[src/rtl/matmul_sequencer.sv]
// Control sequencer for the matmul PE array: latches the operand shape on start,
// clears the accumulators, streams skewed feed steps, then writes result rows out.
module matmul_sequencer #(
   parameter int DATA_WIDTH  = 16,
   parameter int BUS_WIDTH   = 32,
   parameter int SP_NTARGETS = 1,
   parameter int K_WIDTH     = 8,
   parameter int SPT_W       = (SP_NTARGETS > 1) ? $clog2(SP_NTARGETS) : 1,
   parameter int DIM_W       = $clog2(BUS_WIDTH / DATA_WIDTH) + 1
) (
   input  logic               clk_i,
   input  logic               rst_ni,
   input  logic               start_i,
   input  logic [DIM_W-1:0]   n_i,
   input  logic [K_WIDTH-1:0] k_i,
   input  logic [DIM_W-1:0]   m_i,
   input  logic [SPT_W-1:0]   sp_target_i,
   output logic               pe_clear_o,
   output logic               pe_en_o,
   output logic [K_WIDTH+1:0] feed_idx_o,
   output logic               wr_valid_o,
   input  logic               wr_ready_i,
   output logic [DIM_W-1:0]   wr_row_o,
   output logic [SPT_W-1:0]   wr_target_o,
   output logic               busy_o,
   output logic               done_o,
   output logic               err_o
);

   localparam int MAX_DIM = BUS_WIDTH / DATA_WIDTH;
   localparam int FW      = K_WIDTH + 2;

   localparam logic [DIM_W-1:0] MaxDimV     = DIM_W'(MAX_DIM);
   localparam logic [SPT_W:0]   NTargetsV   = (SPT_W + 1)'(SP_NTARGETS);

   typedef enum logic [2:0] {
      IDLE,
      CLEAR,
      FEED,
      WRITE,
      DONE
   } seqStateT;

   seqStateT           stateReg;
   seqStateT           stateNext;

   logic [DIM_W-1:0]   nReg;
   logic [K_WIDTH-1:0] kReg;
   logic [DIM_W-1:0]   mReg;
   logic [SPT_W-1:0]   targetReg;
   logic [FW-1:0]      feedCnt;
   logic [DIM_W-1:0]   rowCnt;
   logic               errReg;

   logic               cfgLegal;
   logic [FW-1:0]      lastStep;
   logic               feedLast;
   logic               lastRow;

   // Shape check on the raw inputs; only meaningful while IDLE samples start_i.
   always_comb begin
      cfgLegal = (n_i != '0) && (n_i <= MaxDimV) &&
                 (m_i != '0) && (m_i <= MaxDimV) &&
                 (k_i != '0) &&
                 ({1'b0, sp_target_i} < NTargetsV);
   end

   // The feed phase lasts k+n+m-2 steps to fill and drain the skewed array.
   always_comb begin
      lastStep = FW'(kReg) + FW'(nReg) + FW'(mReg) - FW'(3);
      feedLast = (feedCnt == lastStep);
      lastRow  = (rowCnt == nReg - DIM_W'(1));
   end

   always_ff @(posedge clk_i or negedge rst_ni) begin
      if (!rst_ni) begin
         stateReg <= IDLE;
      end else begin
         stateReg <= stateNext;
      end
   end

   always_comb begin
      stateNext = stateReg;
      case (stateReg)
         IDLE:    if (start_i && cfgLegal) stateNext = CLEAR;
         CLEAR:   stateNext = FEED;
         FEED:    if (feedLast) stateNext = WRITE;
         WRITE:   if (wr_ready_i && lastRow) stateNext = DONE;
         DONE:    stateNext = IDLE;
         default: stateNext = IDLE;
      endcase
   end

   // Configuration latch, step/row counters and the sticky error flag.
   always_ff @(posedge clk_i or negedge rst_ni) begin
      if (!rst_ni) begin
         nReg      <= '0;
         kReg      <= '0;
         mReg      <= '0;
         targetReg <= '0;
         feedCnt   <= '0;
         rowCnt    <= '0;
         errReg    <= 1'b0;
      end else begin
         case (stateReg)
            IDLE: begin
               if (start_i) begin
                  if (cfgLegal) begin
                     nReg      <= n_i;
                     kReg      <= k_i;
                     mReg      <= m_i;
                     targetReg <= sp_target_i;
                     feedCnt   <= '0;
                     rowCnt    <= '0;
                     errReg    <= 1'b0;
                  end else begin
                     errReg    <= 1'b1;
                  end
               end
            end
            FEED: begin
               feedCnt <= feedCnt + FW'(1);
            end
            WRITE: begin
               if (wr_ready_i) begin
                  rowCnt <= rowCnt + DIM_W'(1);
               end
            end
            default: begin
            end
         endcase
      end
   end

   // Outputs decode purely from state so an async reset zeroes them at once.
   always_comb begin
      pe_clear_o  = 1'b0;
      pe_en_o     = 1'b0;
      feed_idx_o  = '0;
      wr_valid_o  = 1'b0;
      wr_row_o    = '0;
      busy_o      = (stateReg != IDLE);
      done_o      = 1'b0;
      wr_target_o = targetReg;
      err_o       = errReg;
      case (stateReg)
         CLEAR: pe_clear_o = 1'b1;
         FEED: begin
            pe_en_o    = 1'b1;
            feed_idx_o = feedCnt;
         end
         WRITE: begin
            wr_valid_o = 1'b1;
            wr_row_o   = rowCnt;
         end
         DONE:    done_o = 1'b1;
         default: begin
         end
      endcase
   end

endmodule

[config.mk]
export PLATFORM = sky130hd
export DESIGN_NAME = matmul_sequencer
export DESIGN_NICKNAME = d
export VERILOG_FILES = /design/src/rtl/matmul_sequencer.sv
export SDC_FILE = /design/constraint.sdc
export NUM_CORES = 1
export LEC_CHECK = 0
export ABC_AREA = 1
export CAP_MARGIN = 30
export CORE_MARGIN = 1
export CORE_UTILIZATION = 54
export DETAILED_ROUTE_END_ITERATION = 8
export PLACE_DENSITY = 0.82
export SLEW_MARGIN = 40
export SYNTH_ARGS = -nofsm -noshare
export SYNTH_HDL_FRONTEND = slang
export SYNTH_SLANG_ARGS = --single-unit
[constraint.sdc]
create_clock -name clk_i -period 2.96 [get_ports clk_i]
set_input_delay 0.888 -clock clk_i [delete_from_list [all_inputs] [get_ports clk_i]]
set_output_delay 0.888 -clock clk_i [all_outputs]
set_load 0.01 [all_outputs]
==> run_results.csv <==
group,metric,value,unit
sta,worstMarginPinSlew,0.469,ns
global_route,grt_pass1_wl,7800,µm
power,power_density,1240,mW/mm²
route,wl_met2,2280,µm
critical_path,max_stage_delay,0.56,ns
min_path,hp-class,"reg2reg",
sta,fin_tns_setup,0,ns
critical_path,cp.required,2.07,ns
clock_tree,clockRootBuffer,"clkbuf_8",
outcome,status,"complete, no violations",
clock_tree,clkLatencyLatePin,0.28,ns
sta,fmax,0.355,GHz
sta,final_max_slew_viol_count,0,
floorplanning,ios,36,
sta,min_period_over_period,0.952,
critical_path,arrival,1.93,ns
floorplanning,die_area,0.00437,mm²
critical_path,critPathMaxFanout,20,
sta,setup_violations,0,
critical_path,crit_path_top_delay_cell,"clkdlybuf4s50_1",
floorplanning,rows,22,
sta,holdWs,0.482,ns
route,detail_route.iter0.violations,103,
synthesis,yosys-mux-area-fraction,0,
sta,hold_violations,0,
power,fin_total_pwr,3.34,mW
route,drt-pass1-iter-count,4,
critical_path,cp_top_family,"buffers and inverters",
synthesis,synth_cell_type_count,36,
final_layout,drive_gt1_frac,0.0974,
floorplanning,core-area,0.00380,mm²
route,wl,4650,µm
final_layout,final_common_cell,"nand2_1",
global_route,antenna_found_initial,0,
global_route,grt_util_all_layers,0.236,
synthesis,synthSimpleGateAreaFrac,0.327,
floorplanning,die_x,66.1,µm
route,drc,0,
critical_path,cp-end-kind,"primary output",
clock_tree,cts_setup_buffers,0,
synthesis,synthArstFlopShare,1.00,
critical_path,path_buf_inv,2,
critical_path,cp_cell_sequence,"nor3_4 -> inv_2 -> nor2_1 -> clkdlybuf4s50_1",
sta,min_period,2.82,ns
synthesis,seq_area_frac_synth,0.327,
route,num_vias,2048,
synthesis,ys_warn_count,0,
floorplanning,start_util,0.584,
route,wl_met1,2100,µm
placed_design,dp_hpwl,3670,µm
power,p_leak,1.30,nW
synthesis,synth_xor_area_frac,0.0592,
placed_design,place_congestion,0.808,
clock_tree,cts_tree,"yes",
synthesis,synth_edf_count,0,
clock_tree,clk_pin_slew,0.06,ns
sta,max_slew_margin,0.687,
floorplanning,die_h,66.1,µm
sta,rsz0062_at_grt,"false",
synthesis,synth-adder-area-share,0.0857,
clock_tree,cts-buffers-inserted,5,
placed_design,portBuffers,35,
route,top_layer_used,"met4",
final_layout,diodes,0,
final_layout,final_nets,380,
global_route,grt_pass1_vias,1874,
final_layout,final_cell_mix,"87 x nand2_1, 45 x inv_1, 35 x clkdlybuf4s50_1",
synthesis,netlist_instances,311,
sta,fin_skew,0.00401,ns
clock_tree,cts_buffer_depth,2,
clock_tree,cts.sink_count,29,
final_layout,area_delta_synth_final,21.3,%
route,drt.antenna.violating_nets,0,
synthesis,synth_top_family_by_area,"simple AND/OR/NAND/NOR gates",
synthesis,netlist_area,0.00222,mm²
run,drv_cap,0,
route,dr_wl_met3,226,µm
synthesis,postSynthNetCount,342,
power,irDropWorstVdd,0.714,mV
global_route,overflow,0,
clock_tree,ctsHtreeMaxLevel,2,
global_route,grt_max_degree,30,
route,wl_per_cell,11.7,µm
synthesis,synth-main-ff-cell,"dfrtp_1",
synthesis,ys_ff_latch,29,
critical_path,cp-start-kind,"flop",
critical_path,path_class,"reg2out",
synthesis,avgSynthCellArea,7.14,µm²
synthesis,synth_compound_area_frac,0.0879,
route,routed_via_density,5.16,
==> stage by stage <==
step                      utilization  worst slack, ns  std cells  cell area [µm²]
after global placement          0.684            0.356        390             2600
after detailed placement        0.684            0.266        390             2600
after floorplan                     -            0.654        311             2220
after CTS                       0.707           0.0793        397             2690
after global routing            0.709           0.0452        397             2690
final                           0.709            0.142        397             2690
==> cell families after synthesis <==
logic type	after synthesis
AND/OR/NAND/NOR	159
buffers and inverters	60
AO/OA/AOI/OAI	34
flip-flops	29
XOR/XNOR	15
adder cells (fa/ha/maj)	14
==> registers in the layout, summed over array words and instances (netlist names) <==
register and flops:
err_o 1, feedCnt 10, kReg 8, mReg 2
nReg 2, rowCnt 2, stateReg 3, wr_target_o 1
==> area by class of cell <==
cell class | count | area [µm²]
fillers | 317 | 1110
flip-flops and latches | 29 | 726
multi-input cells | 222 | 1250
repair buffers | 36 | 358
inverters | 55 | 214
clock buffers | 7 | 86.3
well taps | 48 | 60.1
==> worst register-to-register path: stages (launching register included) <==
cell and delay [ns]:
dfrtp_1 0.42, fa_1 0.58, inv_1 0.07, fa_1 0.44, inv_1 0.08, nand2_2 0.07
nand2_2 0.10, nand3_1 0.10, nand2_1 0.07, nand2_1 0.04, nand2_1 0.07, nand3_1 0.06
nor2_1 0.09, nand2_1 0.08, nand2_1 0.09, nand2_1 0.06, nor2_2 0.08
==> power breakdown <==
group / switching [mW] / internal [mW] / total [mW]
logic: 1.34 / 0.903 / 2.24
registers: 0.192 / 0.571 / 0.763
clock network: 0.146 / 0.184 / 0.330
total: 1.68 / 1.66 / 3.34
==> final timing paths <==
kind	from	slack [ns]	cells after the start	endpoint
setup / recovery	stateReg[2]	0.14	4	feed_idx_o[0]
hold / removal	wr_target_o	0.48	2	wr_target_o
setup reg to reg	nReg[1]	0.41	16	stateReg[2]
hold reg to reg	wr_target_o	0.48	2	wr_target_o
max in group asynchronous	rst_ni	1.70	2	feedCnt[7]
min in group asynchronous	rst_ni	0.98	2	feedCnt[0]
==> routing by layer <==
layer	up-vias	GRT usage
met5	-	0
met4	0	0.0532
met3	3	0.0621
met2	45	0.402
met1	957	0.300
li1	1043	-
==> what timing repair did <==
action                                  CTS  global route
endpoints found under the hold margin     0             0
gates resized for setup                   1             1
endpoints found under the setup margin    4             1
hold buffers                              0             0
pin swaps                                 0             0
==> cell usage after synthesis (2+ instances only) <==
library cell,number,area share
a21oi_1,5,0.011
nand2_1,87,0.15
xor2_1,11,0.043
buf_6,2,0.010
nand3_1,20,0.045
nor2_1,26,0.044
nand2_2,7,0.020
buf_2,2,0.0045
nor3_1,4,0.0090
nor4_1,3,0.0085
fa_1,2,0.018
o21ai_1,4,0.0090
ha_1,12,0.068
inv_2,8,0.014
o21a_1,4,0.014
xnor2_1,4,0.016
inv_1,46,0.078
nand2_4,2,0.010
o21ai_0,16,0.036
dfrtp_1,29,0.33
nor2_4,2,0.010
No activity file was read; power rests on OpenSTA's default activity.
